**config.mk**
```make
export PLATFORM = sky130hd
export DESIGN_NAME = reg_scoreboard
export DESIGN_NICKNAME = d
export VERILOG_FILES = /design/src/rtl/reg_scoreboard_pkg.sv /design/src/rtl/reg_sb_entry.sv /design/src/rtl/reg_scoreboard.sv
export SDC_FILE = /design/constraint.sdc
export NUM_CORES = 1
export LEC_CHECK = 0
export BUFFER_PORTS_ARGS = -buffer_cell sky130_fd_sc_hd__buf_2
export CORE_AREA = 3 3 177 179
export CTS_CLUSTER_DIAMETER = 80
export DETAILED_ROUTE_END_ITERATION = 16
export DIE_AREA = 0 0 180 182
export GPL_TIMING_DRIVEN = 0
export SETUP_SLACK_MARGIN = 0.15
export SYNTH_ARGS = -nofsm -noshare
export SYNTH_HDL_FRONTEND = slang
export SYNTH_HIERARCHICAL = 1
export SYNTH_SLANG_ARGS = --single-unit
```
**constraint.sdc**
```tcl
create_clock -name Clk -period 5.7 [get_ports Clk]
set_input_delay 0.285 -clock Clk [delete_from_list [all_inputs] [get_ports Clk]]
set_output_delay 0.285 -clock Clk [all_outputs]
set_load 0.005 [all_outputs]
```
**src/rtl/reg_scoreboard_pkg.sv**
```systemverilog
// reg_scoreboard_pkg
// Shared sizing constants and the per-register scoreboard entry layout used
// by reg_scoreboard and its per-register reg_sb_entry instances.
//   NREG : number of architectural registers (register 0 has no entry)
//   AW   : register address width
//   TW   : width of the Tnew/Tuse cycle counters
//   TAGW : width of the producer tag
package reg_scoreboard_pkg;
   localparam int NREG = 32;
   localparam int AW   = 5;
   localparam int TW   = 2;
   localparam int TAGW = 3;

   typedef struct packed {
      logic            busy;
      logic [TW-1:0]   cnt;
      logic [TAGW-1:0] tag;
   } sb_entry_t;
endpackage

```
**src/rtl/reg_sb_entry.sv**
```systemverilog
// reg_sb_entry
// One scoreboard entry: tracks whether a register has an in-flight writer,
// how many cycles remain until its result is forwardable, and which producer
// tag currently owns the register.
// Ports:
//   Clk, Rst   : clock, asynchronous active-high reset
//   load       : accepted issue targets this register (wins over writeback)
//   load_cnt   : Tnew of the issuing instruction
//   load_tag   : tag assigned to the issuing instruction
//   wb_sel     : a writeback targets this register
//   wb_tag     : tag carried by that writeback
//   flush      : synchronous clear
//   busy, cnt  : current entry state
module reg_sb_entry
   import reg_scoreboard_pkg::*;
(
   input  logic            Clk,
   input  logic            Rst,
   input  logic            load,
   input  logic [TW-1:0]   load_cnt,
   input  logic [TAGW-1:0] load_tag,
   input  logic            wb_sel,
   input  logic [TAGW-1:0] wb_tag,
   input  logic            flush,
   output logic            busy,
   output logic [TW-1:0]   cnt
);

   sb_entry_t ent_reg;

   always_ff @(posedge Clk or posedge Rst) begin
      if (Rst) begin
         ent_reg <= '0;
      end else if (flush) begin
         ent_reg <= '0;
      end else if (load) begin
         ent_reg.busy <= 1'b1;
         ent_reg.cnt  <= load_cnt;
         ent_reg.tag  <= load_tag;
      end else if (wb_sel && (ent_reg.tag == wb_tag)) begin
         // Only the producer that owns the register may retire it; an older
         // writeback with a stale tag leaves the newer producer in place.
         ent_reg.busy <= 1'b0;
         ent_reg.cnt  <= '0;
      end else if (ent_reg.busy && (ent_reg.cnt != '0)) begin
         // Count down to forwardable; stays busy at zero until writeback.
         ent_reg.cnt <= ent_reg.cnt - 1'b1;
      end
   end

   assign busy = ent_reg.busy;
   assign cnt  = ent_reg.cnt;

endmodule

```
**src/rtl/reg_scoreboard.sv**
```systemverilog
// reg_scoreboard
// Register-file scoreboard and hazard scheduler. Stalls decode when a source
// register's producer cannot yet forward its result, assigns producer tags to
// issuing writers and retires entries on tag-matching writebacks.
// Ports:
//   Clk, Rst                  : clock, asynchronous active-high reset
//   iss_valid                 : decode presents an instruction
//   iss_rs, iss_rt            : source registers
//   iss_tuse_rs, iss_tuse_rt  : cycles until each source is consumed
//   iss_wen, iss_dst, iss_tnew: destination write enable, register, Tnew
//   stall                     : hold decode (combinational)
//   iss_tag                   : tag for the current issue
//   wb_valid, wb_dst, wb_tag  : writeback retiring a result
//   flush                     : synchronous clear of all entries
//   busy_vec                  : per-register busy flags, bit 0 always 0
module reg_scoreboard
   import reg_scoreboard_pkg::*;
(
   input  logic            Clk,
   input  logic            Rst,
   input  logic            iss_valid,
   input  logic [AW-1:0]   iss_rs,
   input  logic [AW-1:0]   iss_rt,
   input  logic [TW-1:0]   iss_tuse_rs,
   input  logic [TW-1:0]   iss_tuse_rt,
   input  logic            iss_wen,
   input  logic [AW-1:0]   iss_dst,
   input  logic [TW-1:0]   iss_tnew,
   output logic            stall,
   output logic [TAGW-1:0] iss_tag,
   input  logic            wb_valid,
   input  logic [AW-1:0]   wb_dst,
   input  logic [TAGW-1:0] wb_tag,
   input  logic            flush,
   output logic [NREG-1:0] busy_vec
);

   logic [TAGW-1:0] tag_ctr_reg;
   logic [NREG-1:0] busy_all;
   logic [TW-1:0]   cnt_all [NREG];
   logic            haz_rs;
   logic            haz_rt;
   logic            accept;
   logic            do_load;

   // Register 0 is hard-wired: never busy, never counts.
   assign busy_all[0] = 1'b0;
   assign cnt_all[0]  = '0;

   generate
      for (genvar gi = 1; gi < NREG; gi++) begin : g_entry
         reg_sb_entry u_entry (
            .Clk      (Clk),
            .Rst      (Rst),
            .load     (do_load && (iss_dst == AW'(gi))),
            .load_cnt (iss_tnew),
            .load_tag (tag_ctr_reg),
            .wb_sel   (wb_valid && (wb_dst == AW'(gi))),
            .wb_tag   (wb_tag),
            .flush    (flush),
            .busy     (busy_all[gi]),
            .cnt      (cnt_all[gi])
         );
      end
   endgenerate

   // A source is a hazard only while its producer still needs more cycles
   // than the consumer can wait before using the value.
   assign haz_rs = (iss_rs != '0) && busy_all[iss_rs] && (cnt_all[iss_rs] > iss_tuse_rs);
   assign haz_rt = (iss_rt != '0) && busy_all[iss_rt] && (cnt_all[iss_rt] > iss_tuse_rt);

   assign stall   = iss_valid && (haz_rs || haz_rt);
   // A flush discards any same-cycle issue, so nothing is loaded or tagged.
   assign accept  = iss_valid && !stall && !flush;
   assign do_load = accept && iss_wen && (iss_dst != '0);

   always_ff @(posedge Clk or posedge Rst) begin
      if (Rst) begin
         tag_ctr_reg <= '0;
      end else if (do_load) begin
         tag_ctr_reg <= tag_ctr_reg + 1'b1;
      end
   end

   assign iss_tag  = tag_ctr_reg;
   assign busy_vec = busy_all;

endmodule

```
# Word level (Yosys, flattened, before mapping)
# Index checks and enable logic that the tools add are counted.
# op_classes
addsub	32
magnitude_cmp	6
eq_ne	93
muxes	196
n_bitwise	2
reduce_logical	263
# ops
operator	count
3-bit 2-to-1 mux	62
6-bit 2-to-1 mux	31
5-bit equality test, second input constant	32
1-bit logical AND	133
2-bit 2-to-1 mux	66
2-bit nonzero test	62
4-bit nonzero test	31
3-bit equality test	31
3-bit nonzero test	31
5-bit by 4-bit equality test with 1-bit output, second input constant	16
2-bit by 1-bit subtractor with 2-bit output, second input constant	31
5-bit by 3-bit equality test with 1-bit output, second input constant	8
1-bit 2-to-1 mux	33
2-bit binary-select mux with 5-bit select	2
5-bit by 2-bit equality test with 1-bit output, second input constant	4
5-bit nonzero test	3
6-bit greater-or-equal comparator, second input constant	2
5-bit by 6-bit < comparator with 1-bit output, second input constant	2
5-bit inverter with 6-bit output	2
1-bit binary-select mux with 5-bit select	2
5-bit by 1-bit equality test with 1-bit output, second input constant	2
2-bit > comparator	2
3-bit by 1-bit adder with 3-bit output, second input constant	1
1-bit zero test	2
1-bit logical OR	1
# word_totals
register_bits	189
in_bits	35
word_cells	686

# Longest topological paths before layout
# depth
word_depth	16
ltp_mapped	19
depth_no_buf	16

# Modules after synthesis
# Netlist, hierarchy kept.
# by_module_without_submodules
module	n_inst	cells_each	area_per_inst_um2	seq_area_each_um2
reg_sb_entry	31	34	369.1	150.1
reg_scoreboard	1	248	2278.4	75.1

# Worst setup path after synthesis
# Ideal clock, no wire load.
# synth_path
path_kind	input to register
from	input iss_rt[0]
to	register g_entry[16].u_entry/cnt[1] (netlist name)
arrival_time_ns	4.182
required_ns	5.568
slack_ns	1.386
stages	17
n_path_buf	3
cell_sequence	buf_2 -> buf_4 -> buf_2 -> mux4_2 -> mux4_2 -> mux2_2 -> ha_1 -> a21oi_1 -> a21oi_1 -> o311ai_0 -> o22a_4 -> nand4_1 -> nor3_1 -> or2_4 -> a41oi_4 -> a22oi_2 -> a21oi_1
# synth_via
elab_chain_cells	16
# synth_rtl
item	line_no	text
start, declared	reg_scoreboard.sv:23	input logic [AW-1:0] iss_rt,
5-bit inverter with 6-bit output (not written as such)	reg_scoreboard.sv:70	assign haz_rt = (iss_rt != '0) && busy_all[iss_rt] && (cnt_all[iss_rt] > iss_tuse_rt);
2-bit binary-select mux with 5-bit select	reg_scoreboard.sv:70	
2-bit 2-to-1 mux (not written as such) (2 in series)	reg_scoreboard.sv:70	
2-bit > comparator	reg_scoreboard.sv:70	
1-bit logical AND *	reg_scoreboard.sv:70	
1-bit logical OR *	reg_scoreboard.sv:72	assign stall = iss_valid && (haz_rs || haz_rt);
1-bit logical AND *	reg_scoreboard.sv:72	
1-bit zero test *	reg_scoreboard.sv:74	assign accept = iss_valid && !stall && !flush;
1-bit logical AND * (2 in series)	reg_scoreboard.sv:74	
1-bit logical AND * (2 in series)	reg_scoreboard.sv:75	assign do_load = accept && iss_wen && (iss_dst != '0);
1-bit logical AND *	reg_scoreboard.sv:55	.load (do_load && (iss_dst == AW'(gi))),
3-bit 2-to-1 mux	reg_sb_entry.sv:36	end else if (load) begin
6-bit 2-to-1 mux	reg_sb_entry.sv:34	end else if (flush) begin
# Mark *: on every way between the ends. The rest lies on a longest branch, timed or not. The select of a mux whose other input is x is not followed.
# A chain may end at the register's enable or synchronous reset.

# Worst setup path in the final report
# layout_path
from	input iss_rs[1]
to	register g_entry[9].u_entry/cnt[1] (netlist name)
# layout_via
elab_chain_cells	16
# layout_rtl
item	line_no	text
start, declared	reg_scoreboard.sv:22	input logic [AW-1:0] iss_rs,
5-bit inverter with 6-bit output (not written as such)	reg_scoreboard.sv:69	assign haz_rs = (iss_rs != '0) && busy_all[iss_rs] && (cnt_all[iss_rs] > iss_tuse_rs);
2-bit binary-select mux with 5-bit select	reg_scoreboard.sv:69	
2-bit 2-to-1 mux (not written as such) (2 in series)	reg_scoreboard.sv:69	
2-bit > comparator	reg_scoreboard.sv:69	
1-bit logical AND *	reg_scoreboard.sv:69	
1-bit logical OR *	reg_scoreboard.sv:72	
1-bit logical AND *	reg_scoreboard.sv:72	
1-bit zero test *	reg_scoreboard.sv:74	
1-bit logical AND * (2 in series)	reg_scoreboard.sv:74	
1-bit logical AND * (2 in series)	reg_scoreboard.sv:75	
1-bit logical AND *	reg_scoreboard.sv:55	
3-bit 2-to-1 mux	reg_sb_entry.sv:36	
6-bit 2-to-1 mux	reg_sb_entry.sv:34	
# Marks and branches as above.

==> summary.md <==
| Metric | Value |
|---|---|
| Result of the run | `complete, no violations` |
| Height of the die | `182 µm` |
| Setup Fix Bufs, Post-CTS | `0` |
| Quantity of hold-fixing buffers added after cts | `0` |
| Portion of total power attributed to combinational logic | `22.6%` |
| Part of the total power dissipated in sequential elements | `42.0%` |
| Iteration count of the initial detailed-routing pass | `5` |
| Post-DP HPWL | `27.2 mm` |
| Kind of start point of the critical path | `primary input` |
| FF/Latch Area | `4730 µm²` |
| Ranking of synthesized cells by area | `dfrtp_1 (34%), mux4_2 (7.7%), mux2i_1 (7.7%)` |
| Most used cells in the layout excluding fill and tap cells | `nor2_1 (221), dfrtp_1 (186), mux2i_1 (105)` |
| Top_reg_cell synth | `dfrtp_1` |
| Flip-flop count of the largest register, all copies and words added | `93` |
| Synth-to-Final Area Change | `11.0%` |
| Standby leakage power | `6.56 nW` |
| Slew Viols, Final | `0` |
| Number of global-route vias before repair | `10000` |
| Placed Cells incl. Taps | `1759` |
| Number of cells produced by synthesis | `1302` |
| Netlist area before placement | `13700 µm²` |
| Fin crit share | `89.2%` |
| Number of antenna violations at the first check in global routing | `1` |
| Total setup violations reported at the end of the flow | `0` |
| Clock power frac | `35.4%` |
| Synth async-reset ratio | `100%` |
| F_max | `197 MHz` |
| Final hold viol count | `0` |
| Start-to-end type of the worst setup path | `in2reg` |
| Area of the core | `29700 µm²` |
| Buffer type at the clock tree root | `clkbuf_16` |
| Sw Ratio | `32.3%` |
| CTS clk-pin slew, worst paths | `80 ps` |
| Die Outline Area | `32800 µm²` |
| Initial DRC Count | `666` |
| Maximum number of pins on one net before global-route repair | `83` |
| Number of placement rows | `63` |
| Final Util | `51.3%` |
| Fraction of final layout cells sized beyond drive strength 1 | `30.0%` |
| Routed wire length | `38.9 mm` |
| Number of storage elements in the synthesis netlist | `189` |
| Clock Skews | `14.7 ps` |
| Effective utilization at floorplan | `46.2%` |
| DR WL/cell | `21.7 µm` |
| Total nets after synthesis | `1373` |
| Gpl congestion | `0.899` |
| Number of enable-type register cells in the synthesized netlist | `0` |
| CP max FO | `10` |
| # fillers | `2729` |
| Synthesis warning total | `6` |
| Via density | `5.57` |
| Sort of element at the end of the critical path | `register` |
| Number of port buffers | `62` |
| Top-Level Pins | `71` |
| Area leader, netlist | `dfrtp_1` |
| Post-route DRC violation count | `0` |
| P_int | `2.39 mW` |
| Class of the worst hold path | `in2async` |
| Total power per unit cell area | `232 nW/µm²` |
| First-pass GRT wire length | `60.0 mm` |
| WP data arrival | `5460 ps` |
| Unrepaired setup endpoints after global routing | `no` |
| Count of unique library cells instantiated by Yosys | `45` |
| Via total after detailed routing | `9981` |
| TritonCTS clock tree | `done` |
| Skew-Pair Late Insertion Delay | `450 ps` |
| CTS-repair resized insts | `0` |
| Worst Tran Pin Value | `1330 ps` |
| Commonest non-fill, non-tap cell in the layout | `nor2_1` |
| Largest buffer count on any clock path | `2` |
| Critical path required time | `6070 ps` |
| GRT Residual Overflow | `0` |
| Die extent in x | `180 µm` |
| Min Clock Period, post-route | `5090 ps` |
| Worst relative slew slack | `11.1%` |
| Net Switching | `1.14 mW` |
| Area share of the largest cell type after synthesis | `34.5%` |
| Average instance area after synthesis | `10.5 µm²` |
| Largest vdd supply drop | `0.000210 V` |
| Max-capacitance violation count | `0` |
| Number of clock buffers inserted by TritonCTS | `17` |
| H-Tree Depth | `4` |
| NumNets Final | `1459` |
| Number of antenna-violating nets in the routed design | `0` |
| Layout Cells excl Fill | `1791` |
| Overall Global Routing Usage | `24.0%` |
| Sequential cell area fraction in the yosys report | `34.5%` |
| Clock sink count | `189` |
| Fin Setup TNS | `0 ps` |
| Antenna diode instance count | `0` |
| Area used by multi-input combinational logic | `8050 µm²` |
-- cells by family (layout without fill, tap and decap cells) --
family,Yosys count,after routing,synth area share [%]
and+or+nand+nor,431,431,15.4
AOI/OAI and AO/OA,205,205,16.1
DFF,189,189,34.5
buffers and inverters,184,283,6.89
muxes,161,161,16.1
xor gates and xnor gates,95,95,7.76
adders and majority gates,36,36,3.28
other,1,1,0.0273
-- area by class of cell --
cell class	count	share of cell area, %
multi-input cells	929	52.8
flip-flops and latches	189	31.1
well taps	390	3.20
inverters	102	2.51
repair buffers	67	2.80
plain buffers	82	3.70
clock inverters	12	0.879
clock buffers	20	3.00
-- per-stage QoR --
| step | setup WS (ps) | total power, mW | hold slack [ps] | area (µm²) |
|---|---|---|---|---|
| after global placement | -49.3 | 2.24 | 525 | 14500 |
| final | 615 | 3.53 | 151 | 15200 |
| after CTS | 316 | 3.55 | 137 | 15200 |
| after floorplan | 1390 | 1.93 | 38.6 | 13700 |
| after global routing | 360 | 3.66 | 163 | 15200 |
| after detailed placement | -153 | 2.30 | 532 | 14600 |
-- synth_stat cells (all sizes together) (2+ instances only) --
cell      n
nor2    221
dfrtp   189
mux2i   105
inv     102
xnor2    95
nand2    78
buf      72
a21oi    65
a22oi    63
mux4     47
nor2b    41
ha       36
or2      32
a21o     31
a41oi    31
and2b    31
clkbuf   10
nand3    10
mux2      9
nand3b    5
a22o      4
a31oi     4
nand2b    4
nor3      4
and3      2
nand4     2
-- routing by layer --
layer	vias up	part of all wire (%)	global-route usage, %
li1	4625	-	-
met1	5018	46	33.5
met2	282	45	37.7
met3	54	5.4	4.35
met4	2	2.6	7.98
met5	-	0.044	0
-- power groups by stage --
stage          logic, mW  registers (mW)  clock network [mW]
4_1_cts            0.796            1.48                1.27
6_report           0.796            1.48                1.25
2_1_floorplan      0.429            1.50                   0
3_3_place_gp       0.610            1.63                   0
5_1_grt            0.850            1.49                1.32
3_5_place_dp       0.794            1.51                   0
-- worst paths after layout --
kind | end | cells past startpoint | slack [ps] | startpoint
setup / recovery | g_entry[9].u_entry/cnt[1] | 18 | 610 | iss_rs[1]
max in group asynchronous | g_entry[25].u_entry/busy | 2 | 5190 | Rst
min in group Clk | g_entry[26].u_entry/ent_reg[0] | 2 | 260 | flush
setup reg to reg | g_entry[9].u_entry/cnt[1] | 16 | 960 | g_entry[16].u_entry/cnt[1]
hold reg to reg | g_entry[15].u_entry/ent_reg[2] | 2 | 540 | g_entry[15].u_entry/ent_reg[2]
hold / removal | iss_tag[0] | 2 | 150 | Rst
-- worst max-delay path, cell delays in order --
cell       delay (ps)
buf_2             170
clkbuf_1          550
clkbuf_2          450
mux4_2            350
mux4_2            520
mux2_2            290
ha_1              280
nor2b_1           160
o21ai_0           100
a2111oi_0         380
a31oi_1           180
o22a_4            310
nand3b_2          370
nor2_1            230
or2_4             280
a41oi_4           250
a22oi_2           120
a21oi_1           160
(Power assumes the default switching activity.)
